File: src/rtl/wino_pkg.sv
// Shared definitions for the layer controller: FSM state encoding and
// default parameter values used by the top and its sub-module.
package wino_pkg;

  // Layer sequencing states
  typedef enum logic [1:0] {
    IDLE     = 2'd0,
    PREPARE  = 2'd1,
    COMPLETE = 2'd2,
    DONE     = 2'd3
  } layer_state_t;

  // Default parameter constants
  localparam int DEF_ID_W   = 4;
  localparam int DEF_OD_W   = 8;
  localparam int DEF_DIM_W  = 9;
  localparam int DEF_BLK_W  = 8;
  localparam int DEF_OD_PAR = 2;
  localparam int DEF_TILE   = 6;

endpackage

File: src/rtl/layer_controller_blk_count.sv
// blk_count: number of TILE-pixel blocks covering a feature-map edge.
// ceil(dim/TILE), a zero-sized edge still yields one block, and the
// result saturates at the all-ones value of the output width.
module blk_count
  import wino_pkg::*;
#(
  parameter int DIM_W = DEF_DIM_W,
  parameter int BLK_W = DEF_BLK_W,
  parameter int TILE  = DEF_TILE
) (
  input  logic [DIM_W-1:0] dim_i,
  output logic [BLK_W-1:0] blk_o
);

  // One extra bit so dim + TILE-1 cannot wrap before the divide
  localparam int SW = DIM_W + 1;
  localparam longint unsigned BLK_MAX = (64'd1 << BLK_W) - 64'd1;

  logic [SW-1:0] quot;

  // Ceil-divide, then apply the zero and saturation corner cases
  always_comb begin
    quot = ({1'b0, dim_i} + SW'(TILE - 1)) / SW'(TILE);
    if (dim_i == '0)
      blk_o = BLK_W'(1);
    else if (64'(quot) > BLK_MAX)
      blk_o = '1;
    else
      blk_o = BLK_W'(quot);
  end

endmodule

File: src/rtl/layer_controller.sv
// layer_controller: sequences one convolution layer as a series of passes.
// Each pass covers OD_PAR output channels for one input channel; od groups
// are the inner loop, input channels the outer loop. The data controller
// runs a pass while data_prepare_o is high and reports back via
// loop_finished_i.
module layer_controller
  import wino_pkg::*;
#(
  parameter int ID_W   = DEF_ID_W,
  parameter int OD_W   = DEF_OD_W,
  parameter int DIM_W  = DEF_DIM_W,
  parameter int BLK_W  = DEF_BLK_W,
  parameter int OD_PAR = DEF_OD_PAR,
  parameter int TILE   = DEF_TILE
) (
  input  logic              clk,
  input  logic              reset,
  // layer config handshake
  input  logic              cfg_valid_i,
  output logic              cfg_ready_o,
  input  logic [ID_W-1:0]   cfg_id_i,
  input  logic [OD_W-1:0]   cfg_od_i,
  input  logic [DIM_W-1:0]  cfg_width_i,
  input  logic [DIM_W-1:0]  cfg_height_i,
  input  logic              cfg_size_type_i,
  // control from the data path
  input  logic              abort_i,
  input  logic              loop_finished_i,
  // pass control
  output logic              data_prepare_o,
  output logic [OD_W-1:0]   weight_od_o,
  output logic [ID_W-1:0]   weight_id_o,
  output logic [ID_W-1:0]   data_id_o,
  output logic [OD_PAR-1:0] od_mask_o,
  output logic              first_id_o,
  output logic [BLK_W-1:0]  block_width_o,
  output logic [BLK_W-1:0]  block_height_o,
  output logic              size_type_o,
  // status
  output logic              busy_o,
  output logic              conv_completed_o
);

  localparam logic [OD_W:0] OD_STEP = (OD_W + 1)'(OD_PAR);

  layer_state_t     state_q;
  logic [OD_W-1:0]  od_total_q;
  logic [ID_W-1:0]  id_total_q;
  logic [DIM_W-1:0] width_q;
  logic [DIM_W-1:0] height_q;
  logic             size_type_q;
  logic [OD_W-1:0]  od_base_q;
  logic [ID_W-1:0]  id_q;
  logic             data_prepare_q;
  logic             conv_completed_q;

  // Counter arithmetic one bit wider than the counters so sums never wrap
  logic [OD_W:0]    od_step_d;
  logic [ID_W:0]    id_inc_d;
  logic             last_grp_d;
  logic             last_id_d;

  // Next od group / input channel and the end-of-loop conditions
  always_comb begin
    od_step_d  = {1'b0, od_base_q} + OD_STEP;
    id_inc_d   = {1'b0, id_q} + (ID_W + 1)'(1);
    last_grp_d = (od_step_d >= {1'b0, od_total_q});
    last_id_d  = (id_inc_d == {1'b0, id_total_q});
  end

  // Layer FSM with its counters, config registers and registered strobes
  always_ff @(posedge clk) begin
    if (reset) begin
      state_q          <= IDLE;
      od_total_q       <= '0;
      id_total_q       <= '0;
      width_q          <= '0;
      height_q         <= '0;
      size_type_q      <= 1'b0;
      od_base_q        <= '0;
      id_q             <= '0;
      data_prepare_q   <= 1'b0;
      conv_completed_q <= 1'b0;
    end else begin
      conv_completed_q <= 1'b0;
      case (state_q)
        IDLE: begin
          if (cfg_valid_i) begin
            od_total_q  <= cfg_od_i;
            id_total_q  <= cfg_id_i;
            width_q     <= cfg_width_i;
            height_q    <= cfg_height_i;
            size_type_q <= cfg_size_type_i;
            od_base_q   <= '0;
            id_q        <= '0;
            // An empty layer has no passes: report completion straight away
            if (cfg_od_i == '0 || cfg_id_i == '0) begin
              state_q          <= DONE;
              conv_completed_q <= 1'b1;
            end else begin
              state_q        <= PREPARE;
              data_prepare_q <= 1'b1;
            end
          end
        end
        PREPARE: begin
          if (abort_i) begin
            state_q        <= IDLE;
            od_base_q      <= '0;
            id_q           <= '0;
            data_prepare_q <= 1'b0;
          end else if (loop_finished_i) begin
            state_q        <= COMPLETE;
            data_prepare_q <= 1'b0;
          end
        end
        COMPLETE: begin
          if (abort_i) begin
            state_q   <= IDLE;
            od_base_q <= '0;
            id_q      <= '0;
          end else begin
            if (last_grp_d) begin
              od_base_q <= '0;
              id_q      <= id_inc_d[ID_W-1:0];
            end else begin
              od_base_q <= od_step_d[OD_W-1:0];
            end
            if (last_grp_d && last_id_d) begin
              state_q          <= DONE;
              conv_completed_q <= 1'b1;
            end else begin
              state_q        <= PREPARE;
              data_prepare_q <= 1'b1;
            end
          end
        end
        DONE: begin
          state_q <= IDLE;
        end
        default: begin
          state_q        <= IDLE;
          data_prepare_q <= 1'b0;
        end
      endcase
    end
  end

  // Lane k is live while its output channel lies inside the layer
  for (genvar k = 0; k < OD_PAR; k++) begin : g_mask
    assign od_mask_o[k] = (({1'b0, od_base_q} + (OD_W + 1)'(k)) < {1'b0, od_total_q});
  end

  blk_count #(
    .DIM_W (DIM_W),
    .BLK_W (BLK_W),
    .TILE  (TILE)
  ) u_blk_w (
    .dim_i (width_q),
    .blk_o (block_width_o)
  );

  blk_count #(
    .DIM_W (DIM_W),
    .BLK_W (BLK_W),
    .TILE  (TILE)
  ) u_blk_h (
    .dim_i (height_q),
    .blk_o (block_height_o)
  );

  assign cfg_ready_o      = (state_q == IDLE);
  assign busy_o           = (state_q != IDLE);
  assign data_prepare_o   = data_prepare_q;
  assign conv_completed_o = conv_completed_q;
  assign weight_od_o      = od_base_q;
  assign weight_id_o      = id_q;
  assign data_id_o        = id_q;
  assign first_id_o       = (id_q == '0);
  assign size_type_o      = size_type_q;

endmodule

File: config.mk
export PLATFORM = sky130hd
export DESIGN_NAME = layer_controller
export DESIGN_NICKNAME = d
export VERILOG_FILES = /design/src/rtl/wino_pkg.sv /design/src/rtl/layer_controller_blk_count.sv /design/src/rtl/layer_controller.sv
export SDC_FILE = /design/constraint.sdc
export NUM_CORES = 1
export LEC_CHECK = 0
export ABC_AREA = 1
export BUFFER_PORTS_ARGS = -buffer_cell sky130_fd_sc_hd__buf_2
export CORE_ASPECT_RATIO = 1.4
export CORE_MARGIN = 2
export CORE_UTILIZATION = 39
export CTS_BUF_LIST = sky130_fd_sc_hd__clkbuf_4
export CTS_CLUSTER_SIZE = 20
export DETAILED_ROUTE_END_ITERATION = 6
export PLACE_DENSITY = 0.57
export SETUP_SLACK_MARGIN = 0.05
export SLEW_MARGIN = 20
export SYNTH_ARGS = -nofsm -noshare
export SYNTH_HDL_FRONTEND = slang
export SYNTH_SLANG_ARGS = --single-unit
export TNS_END_PERCENT = 100
File: constraint.sdc
create_clock -name clk -period 3.8 [get_ports clk]
set_input_delay 0.57 -clock clk [delete_from_list [all_inputs] [get_ports clk]]
set_output_delay 0.57 -clock clk [all_outputs]
set_load 0.005 [all_outputs]
=== After elaboration in Yosys (flattened, before gate mapping) ===
Index checks and enable logic that the tools add are counted.
W data, S select, Z words.

* Eq/ne operators: 11
* Reductions and logical operators: 15
* Magnitude comparators: 5
* Add/sub/neg operators: 5
* Div/mod/pow operators: 2
* Multiplexer cells: 33

{| class="wikitable"
|+ Operator list
! operator !! count
|-
| $mux W8 || 8
|-
| $pmux W8 S3 || 1
|-
| $add A9 B3 Y10 const B || 2
|-
| $div A10 B3 Y10 const B || 2
|-
| $gt A10 B8 Y1 const B || 2
|-
| $logic_not A9 Y1 || 2
|-
| $mux W4 || 4
|-
| $mux W2 || 6
|-
| $pmux W4 S3 || 1
|-
| $mux W1 || 10
|-
| $ne A2 B2 Y1 const B || 5
|-
| $add A8 B1 Y9 const B || 1
|-
| $add A8 B2 Y9 const B || 1
|-
| $ge A9 B8 Y1 || 1
|-
| $lt A9 B8 Y1 || 1
|-
| $logic_not A4 Y1 || 2
|-
| $logic_not A8 Y1 || 1
|-
| $lt A8 B8 Y1 || 1
|-
| $pmux W2 S4 || 1
|-
| $ne A3 B3 Y1 const B || 2
|-
| $reduce_and A6 Y1 || 1
|-
| $add A4 B1 Y5 const B || 1
|-
| $eq A5 B4 Y1 || 1
|-
| $eq A2 B2 Y1 const B || 2
|-
| 11 further kinds || 12
|}

* Flip-flop bits (word level): 47
* Output and inout bits: 40
* Bits of input ports: 36
* Word-level logic and storage cells: 81

=== Logic depth before layout (Yosys ltp) ===
Gate-level depths: netlist of the first run.

* Word-level depth: 6
* Depth in mapped cells: 24
* Mapped depth without buffers: 24

=== Modules after synthesis ===
From an unflattened synthesis of the first run, not the netlist that was laid out.

* Cells, all modules: 538
* Area, all modules: 3623.5 sq um

{| class="wikitable"
|+ Modules (own cells, without submodules)
! module !! times used !! cells each !! sequential area each (sq um) !! area an instance (sq um)
|-
| layer_controller || 1 || 336 || 920.9 || 2517.4
|-
| blk_count || 2 || 101 || 0.0 || 553.0
|}

=== Worst setup path before layout of the first run ===
OpenSTA, ideal clock, no wires.

* Path type: register to output
* From: register height_q[0]
* To: output port block_height_o[0]
* Required time: 3.230 ns
* Path buffers: 0
* Data arrival time: 2.137 ns
* Setup slack: 1.093 ns
* Stages on the path, launching flop included: 18
* Path through: dfxtp_1 ha_1 nor2_1 nor2_1 nand2_1 xor2_1 inv_1 nand2_1 nand2_2 o21ai_2 nand2_2 o21bai_4 nand2_2 o21ai_2 nand2_2 a21oi_2 nand2_1 nand2_1

* Longest elaborated chain between the ends: 5
* Elaborated cells on any way between the ends: 6
* Those cells by class: 1 x add/sub; 1 x div; 1 x order compare; 2 x mux; 1 x reduce/logical

{| class="wikitable"
|+ RTL lines
! element !! line !! source
|-
| start: declaration || layer_controller.sv:50 || <nowiki>logic [DIM_W-1:0] height_q;</nowiki>
|-
| start signal: assignment || layer_controller.sv:92 || <nowiki>height_q <= cfg_height_i;</nowiki>
|-
| $add A9 B3 Y10 || layer_controller_blk_count.sv:23 || <nowiki>quot = ({1'b0, dim_i} + SW'(TILE - 1)) / SW'(TILE);</nowiki>
|-
| $div A10 B3 Y10 || layer_controller_blk_count.sv:23 ||
|-
| $gt A10 B8 Y1 || layer_controller_blk_count.sv:26 || <nowiki>else if (64'(quot) > BLK_MAX)</nowiki>
|-
| $mux W8 || layer_controller_blk_count.sv:26 ||
|-
| $mux W8 (*) || layer_controller_blk_count.sv:24 || <nowiki>if (dim_i == '0)</nowiki>
|-
| end: declaration || layer_controller.sv:37 || <nowiki>output logic [BLK_W-1:0] block_height_o,</nowiki>
|}

Mark *: on every way between the ends. The rest lies on a longest branch, timed or not.

=== Final worst setup path of the first run ===
* From: register width_q[0]
* To: output port block_width_o[0]

* Longest elaborated chain between the ends: 5
* Elaborated cells on any way between the ends: 6
* Those cells by class: 1 x add/sub; 1 x div; 1 x order compare; 2 x mux; 1 x reduce/logical

{| class="wikitable"
|+ RTL lines
! element !! line !! source
|-
| start: declaration || layer_controller.sv:49 || <nowiki>logic [DIM_W-1:0] width_q;</nowiki>
|-
| start signal: assignment || layer_controller.sv:91 || <nowiki>width_q <= cfg_width_i;</nowiki>
|-
| $add A9 B3 Y10 || layer_controller_blk_count.sv:23 ||
|-
| $div A10 B3 Y10 || layer_controller_blk_count.sv:23 ||
|-
| $gt A10 B8 Y1 || layer_controller_blk_count.sv:26 ||
|-
| $mux W8 || layer_controller_blk_count.sv:26 ||
|-
| $mux W8 (*) || layer_controller_blk_count.sv:24 ||
|-
| end: declaration || layer_controller.sv:36 || <nowiki>output logic [BLK_W-1:0] block_width_o,</nowiki>
|}

Marks and branches as above.

==> reports/results.ini, run 1 <==
[sta]
tightest_slew_ns=0.833
clock_skew_ns=0.00708
setup-tns-final_ns=0
hold_viol=0
setup_viol=0
relSlewSlack=0.444
fin_crit_sh=0.900
period_needed_ns=3.42
maxClockFrequency_mhz=292
rsz0062_at_grt=no
slew_viol_final=0

[hold_path]
holdPathStages=3
min_path_type=in -> reg

[route]
drtPass1Iterations=5
wl_per_cell_um=11.8
wl_mm=7.96
post_drt_via_cell_ratio=4.94
remaining_drc_errors=0
vias=3334
ant_nets=0
drtIter0Drc=72

[floorplanning]
dieArea_sq_mm=0.00956
coreArea_sq_mm=0.00856
rows=40
dieWidth_um=83.2
io_pins=76
initial_core_util=0.400
chipHeight_um=115

[synth]
synth_top_area_frac=0.269
synth_area_leaders=dfxtp_1 27%, ha_1 10%, nand2_1 9.6%
synth_cell_type_count=40
ys.warnings.count=0
syn_inst=504
syn_nets=568
syn_area_sq_mm=0.00343
post-synth-top-area-cell=dfxtp_1
syn_area_per_cell_sq_um=6.80
synth_seq_cells=46
ys_seq_area_frac=0.269

[critical_path]
crit_slowest_cell=dfxtp_1
r2r_cells=13
cp-start-kind=flop
crit_path_end_kind=primary output
cp.depth=24
crit_type=reg -> out
path_common_cell=nand2_1
crit_family=simple AND/OR/NAND/NOR gates
critical_path_buf_inv_count=2
r2r_slack_ns=0.77
worst-endpoint-required_ns=3.23
cp_cell_sequence=ha_1, nor2_1, nor2_2, nand2_1, nand2_1, nand2_2, nand3_1, o21ai_2, nand2_1, nand3_1, nand2_1, nand2_1, nand2_1, nand2_1, nand2_2, inv_1, nand2_1, nand2_1, nand2_1, nand2_1, nand2_1, nand2_1, nand2_1, buf_2
worst-path-max-fanout=4
cp_slowest_stage_delay_ns=0.36
cp.arrival_ns=2.85

[global_routing]
grt_pass1_vias=3029
overflow=0
grt_max_degree=36
grtUsageTotal=0.168
antenna_found_initial=0
grt_pass1_wl_mm=13.3

[outcome]
outcome=finished clean

[cells_and_area]
mostFrequentLayoutCells=88 x nand2_1, 74 x buf_2, 70 x inv_1, 47 x a21oi_1, 46 x nor2_1
diodes=0
layout-drive-gt1-share=0.223
nets=634
flow.area_growth_from_synthesis_pct=15.0
final_common_cell=nand2_1
fillers=899

[power]
power_density_mw_per_mm2=401
total_power_mw=1.58
leakagePower_nw=2.00
ir_drop_mv=0.222

[clock_tree]
cts_max_path_buffers=2
insertion_delay_ns=0.37
root_buffer=clkbuf_4
path_clk_slew_ns=0.13
h-tree-depth=2
cts_tree=done
cts_made_buffers=5
cts.sinks=46

[placement]
portBuffers=74
dp_hpwl_mm=6.39
gp_congestion=0.906

[run]
drv_cap=0

## logic make-up (layout without fill, tap and decap cells)
| logic type | Yosys count | after routing | synth area share |
|---|---|---|---|
| flip-flops | 46 | 46 | 0.269 |
| adder cells (fa/ha/maj) | 28 | 28 | 0.102 |
| AO/OA/AOI/OAI | 113 | 113 | 0.195 |
| AND/OR/NAND/NOR | 211 | 211 | 0.288 |
| buffers and inverters | 89 | 155 | 0.104 |
| other | 1 | 1 | 0.00109 |
| XOR/XNOR | 16 | 16 | 0.0409 |
## per-layer routing
metal / routed length [um] / GRT usage
met1: 3440 / 0.192
met2: 3960 / 0.306
met3: 330 / 0.0294
met4: 228 / 0.0732
met5: 0 / 0
## registers in the layout (all words and copies together), names as in the netlist, 2 cells and up
signal / count
weight_od_o: 7
data_id_o: 4
width_q: 9
state_q: 2
height_q: 9
od_total_q: 8
id_total_q: 4
## synthesized netlist by cell type (all sizes together)
master / n
a21o: 1
o21bai: 1
nor2: 52
o41ai: 1
nand3b: 3
o21ai: 48
or2: 1
nand4: 4
buf: 7
dfxtp: 46
ha: 28
nor4: 5
o22ai: 2
o311ai: 1
o211a: 1
xor2: 12
nand3: 37
o211ai: 2
clkbuf: 10
a311oi: 1
a21oi: 50
conb: 1
a211oi: 5
nor3: 2
xnor2: 4
inv: 72
nand2: 107
## metrics by stage
step	std cells	hold WS [ns]	util	instance area, sq um	setup slack [ns]
5_1_grt	675	0.408	0.460	3940	0.0551
4_1_cts	675	0.387	0.459	3930	0.291
3_5_place_dp	668	0.504	0.451	3860	0.725
2_1_floorplan	504	0.458	-	3430	1.09
3_3_place_gp	668	0.490	0.451	3860	0.815
6_report	675	0.411	0.460	3940	0.379
## final cells by class
class                   count  area [sq um]  share of cell area
clock inverters             2          33.8             0.00858
inverters                  72           270              0.0686
well taps                 105           131              0.0334
multi-input cells         369          2160               0.548
repair buffers             76           385              0.0978
clock buffers               5          37.5             0.00953
flip-flops and latches     46           922               0.234
## power breakdown
part | internal (mW) | switching [mW] | total [mW]
Combinational | 0.274 | 0.421 | 0.695
Sequential | 0.539 | 0.0552 | 0.594
Clock | 0.133 | 0.158 | 0.292
Total | 0.946 | 0.635 | 1.58
## worst reg2reg max path: stages (launching register included)
cell and delay (ns):
dfxtp_1 0.46, nand3_1 0.15, nand3b_1 0.23, xor2_1 0.22, ha_1 0.27, a21oi_1 0.15, nand2_1 0.07, a211oi_1 0.19
inv_1 0.08, nor2_1 0.34, inv_1 0.08, nand2_1 0.19, inv_1 0.10, a211oi_1 0.37
## what timing repair did
item	in CTS	in global routing
endpoints found under the hold margin	0	0
resized for setup	0	4
hold buffers	0	0
endpoints found under the setup margin	0	1
buffers inserted	0	0
## worst paths after layout
check | startpoint | to
setup reg to reg | weight_od_o[3] | weight_od_o[1]
hold reg to reg | od_total_q[3] | od_total_q[3]
setup / recovery | width_q[0] | block_width_o[0]
hold / removal | cfg_size_type_i | size_type_o
Note: power is estimated with default switching activity, not from simulation.
==> run 2, diff against run 1 <==
--- a/config.mk
+++ b/config.mk
@@ -6,6 +6,7 @@
 export NUM_CORES = 1
 export LEC_CHECK = 0
 export ABC_AREA = 1
+export ABC_CLOCK_PERIOD_IN_PS = 3800
 export BUFFER_PORTS_ARGS = -buffer_cell sky130_fd_sc_hd__buf_2
 export CORE_ASPECT_RATIO = 1.4
 export CORE_MARGIN = 2
@@ -14,6 +15,7 @@
 export CTS_CLUSTER_SIZE = 20
 export DETAILED_ROUTE_END_ITERATION = 6
 export PLACE_DENSITY = 0.57
+export REMOVE_ABC_BUFFERS = 1
 export SETUP_SLACK_MARGIN = 0.05
 export SLEW_MARGIN = 20
 export SYNTH_ARGS = -nofsm -noshare
==> reports/results.ini, run 2 (synthesis gave the netlist of run 1 again) <==
[clock_tree]
cts_max_path_buffers=2  ; unchanged
postCtsHoldBufs=0  ; unchanged
cts_made_buffers=5  ; unchanged
insertion_delay_ns=0.36  ; was 0.37 ns
root_buffer=clkbuf_4  ; unchanged
cts_post_setup_buffers_inserted=0  ; unchanged
cts.sinks=46  ; unchanged
path_clk_slew_ns=0.14  ; was 0.13 ns
h-tree-depth=2  ; unchanged
cts_tree=done  ; unchanged

[hold_path]
min_path_type=in -> reg  ; unchanged

[outcome]
outcome=finished clean  ; unchanged

[power]
p_sw_frac=0.398  ; was 0.401
comb_power_share=0.434  ; was 0.440
leakagePower_nw=2.02  ; was 2.00 nW
p_int_uw=970  ; was 946 uW
seqPwrFrac=0.368  ; was 0.376
switchingPower_uw=642  ; was 635 uW
clkPwrFrac=0.197  ; was 0.184
power_density_mw_per_mm2=406  ; was 401 mW/mm^2
ir_drop_mv=0.176  ; was 0.222 mV

[global_routing]
grt_pass1_vias=3220  ; was 3,029
grt_max_degree=36  ; unchanged
grtUsageTotal=0.176  ; was 0.168
antenna_found_initial=0  ; unchanged
grt_pass1_wl_mm=14.1  ; was 13.3 mm
overflow=0  ; unchanged

[sta]
setup-tns-final_ns=0  ; unchanged
fin_crit_sh=0.907  ; was 0.900
slew_viol_final=0  ; unchanged
clock_skew_ns=0.00758  ; was 0.00708 ns
period_needed_ns=3.45  ; was 3.42 ns
rsz0062_at_grt=yes  ; was no
hold_viol=0  ; unchanged
maxClockFrequency_mhz=290  ; was 292 MHz
relSlewSlack=0.395  ; was 0.444
tightest_slew_ns=0.907  ; was 0.833 ns
layout_setup_ws_ns=0.353  ; was 0.379 ns
hold_slack_ns=0.425  ; was 0.411 ns
setup_viol=0  ; unchanged

[route]
remaining_drc_errors=0  ; unchanged
wl_per_cell_um=12.2  ; was 11.8 um
post_drt_via_cell_ratio=4.97  ; was 4.94
drtPass1Iterations=4  ; was 5
vias=3368  ; was 3,334
drtIter0Drc=110  ; was 72
wl_mm=8.25  ; was 7.96 mm
ant_nets=0  ; unchanged

[critical_path]
cp.arrival_ns=2.88  ; was 2.85 ns
crit_family=simple AND/OR/NAND/NOR gates  ; unchanged
worst-endpoint-required_ns=3.23  ; about the same
path_common_cell=nand2_1  ; unchanged
critical_path_buf_inv_count=2  ; unchanged
cp-start-kind=flop  ; unchanged
crit_slowest_cell=dfxtp_1  ; unchanged
crit_type=reg -> out  ; unchanged
cp_cell_sequence=ha_1, nor2_1, nor2_2, nand3_1, nand2_1, nand2_2, nand2_1, nor2_1, o21ai_1, nand2_2, inv_1, nand2_1, nand2_2, o21bai_4, nand2_2, o21ai_2, nand2_2, nand2_1, nand2_1, nand2_1, nand2_1, buf_2  ; was ha_1, nor2_1, nor2_2, nand2_1, nand2_1, nand2_2, nand3_1, o21ai_2, nand2_1, nand3_1, nand2_1, nand2_1, nand2_1, nand2_1, nand2_2, inv_1, nand2_1, nand2_1, nand2_1, nand2_1, nand2_1, nand2_1, nand2_1, buf_2
cp_slowest_stage_delay_ns=0.35  ; was 0.36 ns
r2r_slack_ns=0.91  ; was 0.77 ns
worst-path-max-fanout=4  ; unchanged
crit_path_end_kind=primary output  ; unchanged

[placement]
dp_slack_ns=0.726  ; was 0.725 ns
portBuffers=74  ; unchanged
dp_hpwl_mm=6.60  ; was 6.39 mm
gp_congestion=0.850  ; was 0.906

[cells_and_area]
layout-drive-gt1-share=0.233  ; was 0.223
flow.area_growth_from_synthesis_pct=15.9  ; was 15.0%
diodes=0  ; unchanged
nets=635  ; was 634
mostFrequentLayoutCells=88 x nand2_1, 74 x buf_2, 70 x inv_1, 47 x a21oi_1, 46 x nor2_1  ; unchanged
fillers=932  ; was 899
final_common_cell=nand2_1  ; unchanged
fin_util=0.464  ; was 0.460
reg_top3=height_q x9, width_q x9, od_total_q x8  ; unchanged

[floorplanning]
rows=40  ; unchanged
coreArea_sq_mm=0.00856  ; unchanged
io_pins=76  ; unchanged
chipHeight_um=115  ; unchanged
dieWidth_um=83.2  ; unchanged
initial_core_util=0.400  ; unchanged
dieArea_sq_mm=0.00956  ; unchanged

[run]
drv_cap=0  ; unchanged

-- run 2: changes by cell type in the layout (fill, tap and decap cells not counted), sizes merged --
| cell | delta |
|---|---|
| clkbuf | +2 |
| buf | +1 |
| clkinv | -1 |
-- run 2: area by class of cell --
class | instances | area, sq um | share of cell area
Inverter | 72 | 270 | 0.0681
Tap cell | 105 | 131 | 0.0331
Clock buffer | 7 | 52.6 | 0.0132
Timing Repair Buffer | 77 | 393 | 0.0990
Sequential cell | 46 | 923 | 0.233
Clock inverter | 1 | 30.0 | 0.00757
Multi-Input combinational cell | 369 | 2170 | 0.546
-- run 2: power by group through the flow --
stage / Sequential [mW] / Combinational, mW / Clock, mW
detailed placement: 0.604 / 0.705 / 0
finish: 0.594 / 0.700 / 0.318
CTS: 0.593 / 0.708 / 0.330
global placement: 0.602 / 0.687 / 0
floorplan: 0.594 / 0.487 / 0
global route: 0.604 / 0.807 / 0.347
-- run 2: worst paths after layout --
kind	startpoint	endpoint	cells past startpoint
hold / removal	cfg_height_i[4]	height_q[4]	3
setup / recovery	height_q[0]	block_height_o[0]	22
hold reg to reg	od_total_q[2]	od_total_q[2]	2
setup reg to reg	weight_od_o[2]	data_id_o[2]	16
-- run 2: worst register-to-register path, cell delays in order, from the launching register on --
cell	delay, ns
dfxtp_1	0.46
ha_1	0.23
xor2_1	0.22
ha_1	0.26
nand2_1	0.08
nor2_1	0.05
nand3_1	0.06
o211ai_1	0.08
nand3_1	0.07
nand2_1	0.06
a211oi_1	0.21
inv_1	0.08
nor2_1	0.33
inv_1	0.07
nand2_1	0.20
inv_1	0.10
o211a_1	0.22
-- run 2: routing by layer --
layer,share of wire,vias to the layer above,track usage
li1,-,1780,-
met1,0.43,1528,0.196
met2,0.53,49,0.345
met3,0.029,11,0.0244
met4,0.014,0,0.0536
met5,0,-,0
-- run 2: timing repair --
item | CTS | global route
resized for setup | 0 | 6
endpoints found under the setup margin | 0 | 2
hold endpoints to repair | 0 | 0
-- run 2: stage by stage --
stage	area [sq um]	instances	total power [mW]
floorplan	3340	487	1.08
global placement	3860	669	1.29
detailed placement	3860	669	1.31
CTS	3950	677	1.63
global route	3970	677	1.76
finish	3970	677	1.61
==> run 3, diff against run 2 <==
--- a/config.mk
+++ b/config.mk
@@ -16,7 +16,7 @@
 export DETAILED_ROUTE_END_ITERATION = 6
 export PLACE_DENSITY = 0.57
 export REMOVE_ABC_BUFFERS = 1
-export SETUP_SLACK_MARGIN = 0.05
+export SETUP_SLACK_MARGIN = 0.5
 export SLEW_MARGIN = 20
 export SYNTH_ARGS = -nofsm -noshare
 export SYNTH_HDL_FRONTEND = slang
==> reports/results.ini, run 3 (synthesis gave the netlist of run 1 again) <==
[critical_path]
cp.arrival_ns=2.74  ; was 2.88 ns
worst-endpoint-required_ns=3.23  ; about the same
worst-path-max-fanout=4  ; unchanged
crit_type=reg -> out  ; unchanged
cp-start-kind=flop  ; unchanged
crit_path_end_kind=primary output  ; unchanged

[power]
power_density_mw_per_mm2=396  ; was 406 mW/mm^2
leakagePower_nw=2.16  ; was 2.02 nW
ir_drop_mv=0.181  ; was 0.176 mV

[global_routing]
grtUsageTotal=0.181  ; was 0.176
grt_max_degree=36  ; unchanged
grt_pass1_wl_mm=14.4  ; was 14.1 mm
grt_pass1_vias=3316  ; was 3,220
overflow=0  ; unchanged
antenna_found_initial=0  ; unchanged

[route]
wl_mm=8.81  ; was 8.25 mm
post_drt_via_cell_ratio=5.04  ; was 4.97
drtIter0Drc=94  ; was 110
drtPass1Iterations=4  ; unchanged
remaining_drc_errors=0  ; unchanged
wl_per_cell_um=12.7  ; was 12.2 um
ant_nets=0  ; unchanged
vias=3506  ; was 3,368

[placement]
dp_slack_ns=0.726  ; unchanged
gp_congestion=0.850  ; unchanged
dp_hpwl_mm=6.60  ; unchanged
portBuffers=74  ; unchanged

[clock_tree]
h-tree-depth=2  ; unchanged
postCtsHoldBufs=0  ; unchanged
cts_tree=done  ; unchanged
insertion_delay_ns=0.36  ; about the same
path_clk_slew_ns=0.14  ; about the same
root_buffer=clkbuf_4  ; unchanged
cts_made_buffers=5  ; unchanged
cts.sinks=46  ; unchanged
cts_max_path_buffers=2  ; unchanged

[run]
drv_cap=0  ; unchanged

[hold_path]
min_path_type=in -> reg  ; unchanged

[sta]
clock_skew_ns=0.00500  ; was 0.00758 ns
fin_crit_sh=0.870  ; was 0.907
setup-tns-final_ns=0  ; unchanged
hold_viol=0  ; unchanged
period_needed_ns=3.31  ; was 3.45 ns
relSlewSlack=0.393  ; was 0.395
rsz0062_at_grt=yes  ; unchanged
slew_viol_final=0  ; unchanged
maxClockFrequency_mhz=302  ; was 290 MHz
tightest_slew_ns=0.910  ; was 0.907 ns
layout_setup_ws_ns=0.493  ; was 0.353 ns
setup_viol=0  ; unchanged

[floorplanning]
dieWidth_um=83.2  ; unchanged
io_pins=76  ; unchanged
dieArea_sq_mm=0.00956  ; unchanged
chipHeight_um=115  ; unchanged
coreArea_sq_mm=0.00856  ; unchanged
rows=40  ; unchanged
initial_core_util=0.400  ; unchanged

[cells_and_area]
mostFrequentLayoutCells=74 x buf_2, 65 x inv_1, 60 x nand2_1, 46 x a21oi_1, 42 x nor2_1  ; was 88 x nand2_1, 74 x buf_2, 70 x inv_1, 47 x a21oi_1, 46 x nor2_1
layout-drive-gt1-share=0.362  ; was 0.233
flow.area_growth_from_synthesis_pct=27.8  ; was 15.9%
nets=654  ; was 635
reg_top3=height_q x9, width_q x9, od_total_q x8  ; unchanged
final_common_cell=buf_2  ; was nand2_1
diodes=0  ; unchanged

[outcome]
outcome=finished clean  ; unchanged

[run 3: final cells by class]
class,instances,area (sq um)
multi-input combinational,369,2410
clock inverter,1,30.0
tap,105,131
sequential,46,945
inverter,72,270
clock buffer,7,52.6
timing repair buffer,96,539
fill,897,4180
[run 3: worst max-delay path, cell delays in order, from the launching register on]
cell and delay, ns:
dfxtp_4 0.40, ha_4 0.15, nor2_4 0.04, nor2_4 0.10, nand3_2 0.09, nand2_2 0.09, nand2_4 0.08, a21oi_4 0.16
inv_2 0.05, o21ai_2 0.07, nand2_2 0.10, o21ai_2 0.16, nand2_4 0.08, o21bai_4 0.13, nand2_2 0.10, o21ai_2 0.16
nand2_2 0.10, nand2_1 0.08, nand2_1 0.05, nand2_1 0.05, nand2_1 0.04, buf_2 0.12
[run 3: worst paths after layout]
kind                                       from                 to  slack, ns  depth (start not counted)
worst max-delay path                height_q[0]  block_height_o[0]       0.49                         21
worst min-delay path            cfg_height_i[4]        height_q[4]       0.43                          3
worst max register to register   weight_od_o[2]       data_id_o[2]       1.00                         16
worst min register to register    od_total_q[2]      od_total_q[2]       0.51                          2
[run 3: timing repair]
item	4_1_cts	5_1_grt
endpoints found under the hold margin	0	0
endpoints found under the setup margin	4	7
buffers inserted	10	9
pin swaps	20	37
resized for setup	29	61
[run 3: power by group]
group          switching (mW)  internal [mW]
sequential             0.0591          0.543
combinational           0.479          0.335
clock                   0.163          0.154
total                   0.700           1.03
[run 3: layer usage]
| layer | GRT usage | vias up | wire (um) |
|---|---|---|---|
| met4 | 0.0536 | 0 | 114 |
| met2 | 0.363 | 49 | 4800 |
| met3 | 0.0244 | 11 | 247 |
| met5 | 0 | - | 0 |
| met1 | 0.194 | 1627 | 3640 |
| li1 | - | 1819 | - |
[run 3: through the flow]
stage	cells	cell area (sq um)	total power, mW	hold slack (ns)	util
finish	696	4380	1.73	0.430	0.512
global route	696	4380	1.88	0.417	0.512
detailed placement	669	3860	1.31	0.504	0.451
CTS	687	4120	1.68	0.413	0.482
global placement	669	3860	1.29	0.499	0.451
floorplan	487	3340	1.08	0.462	-
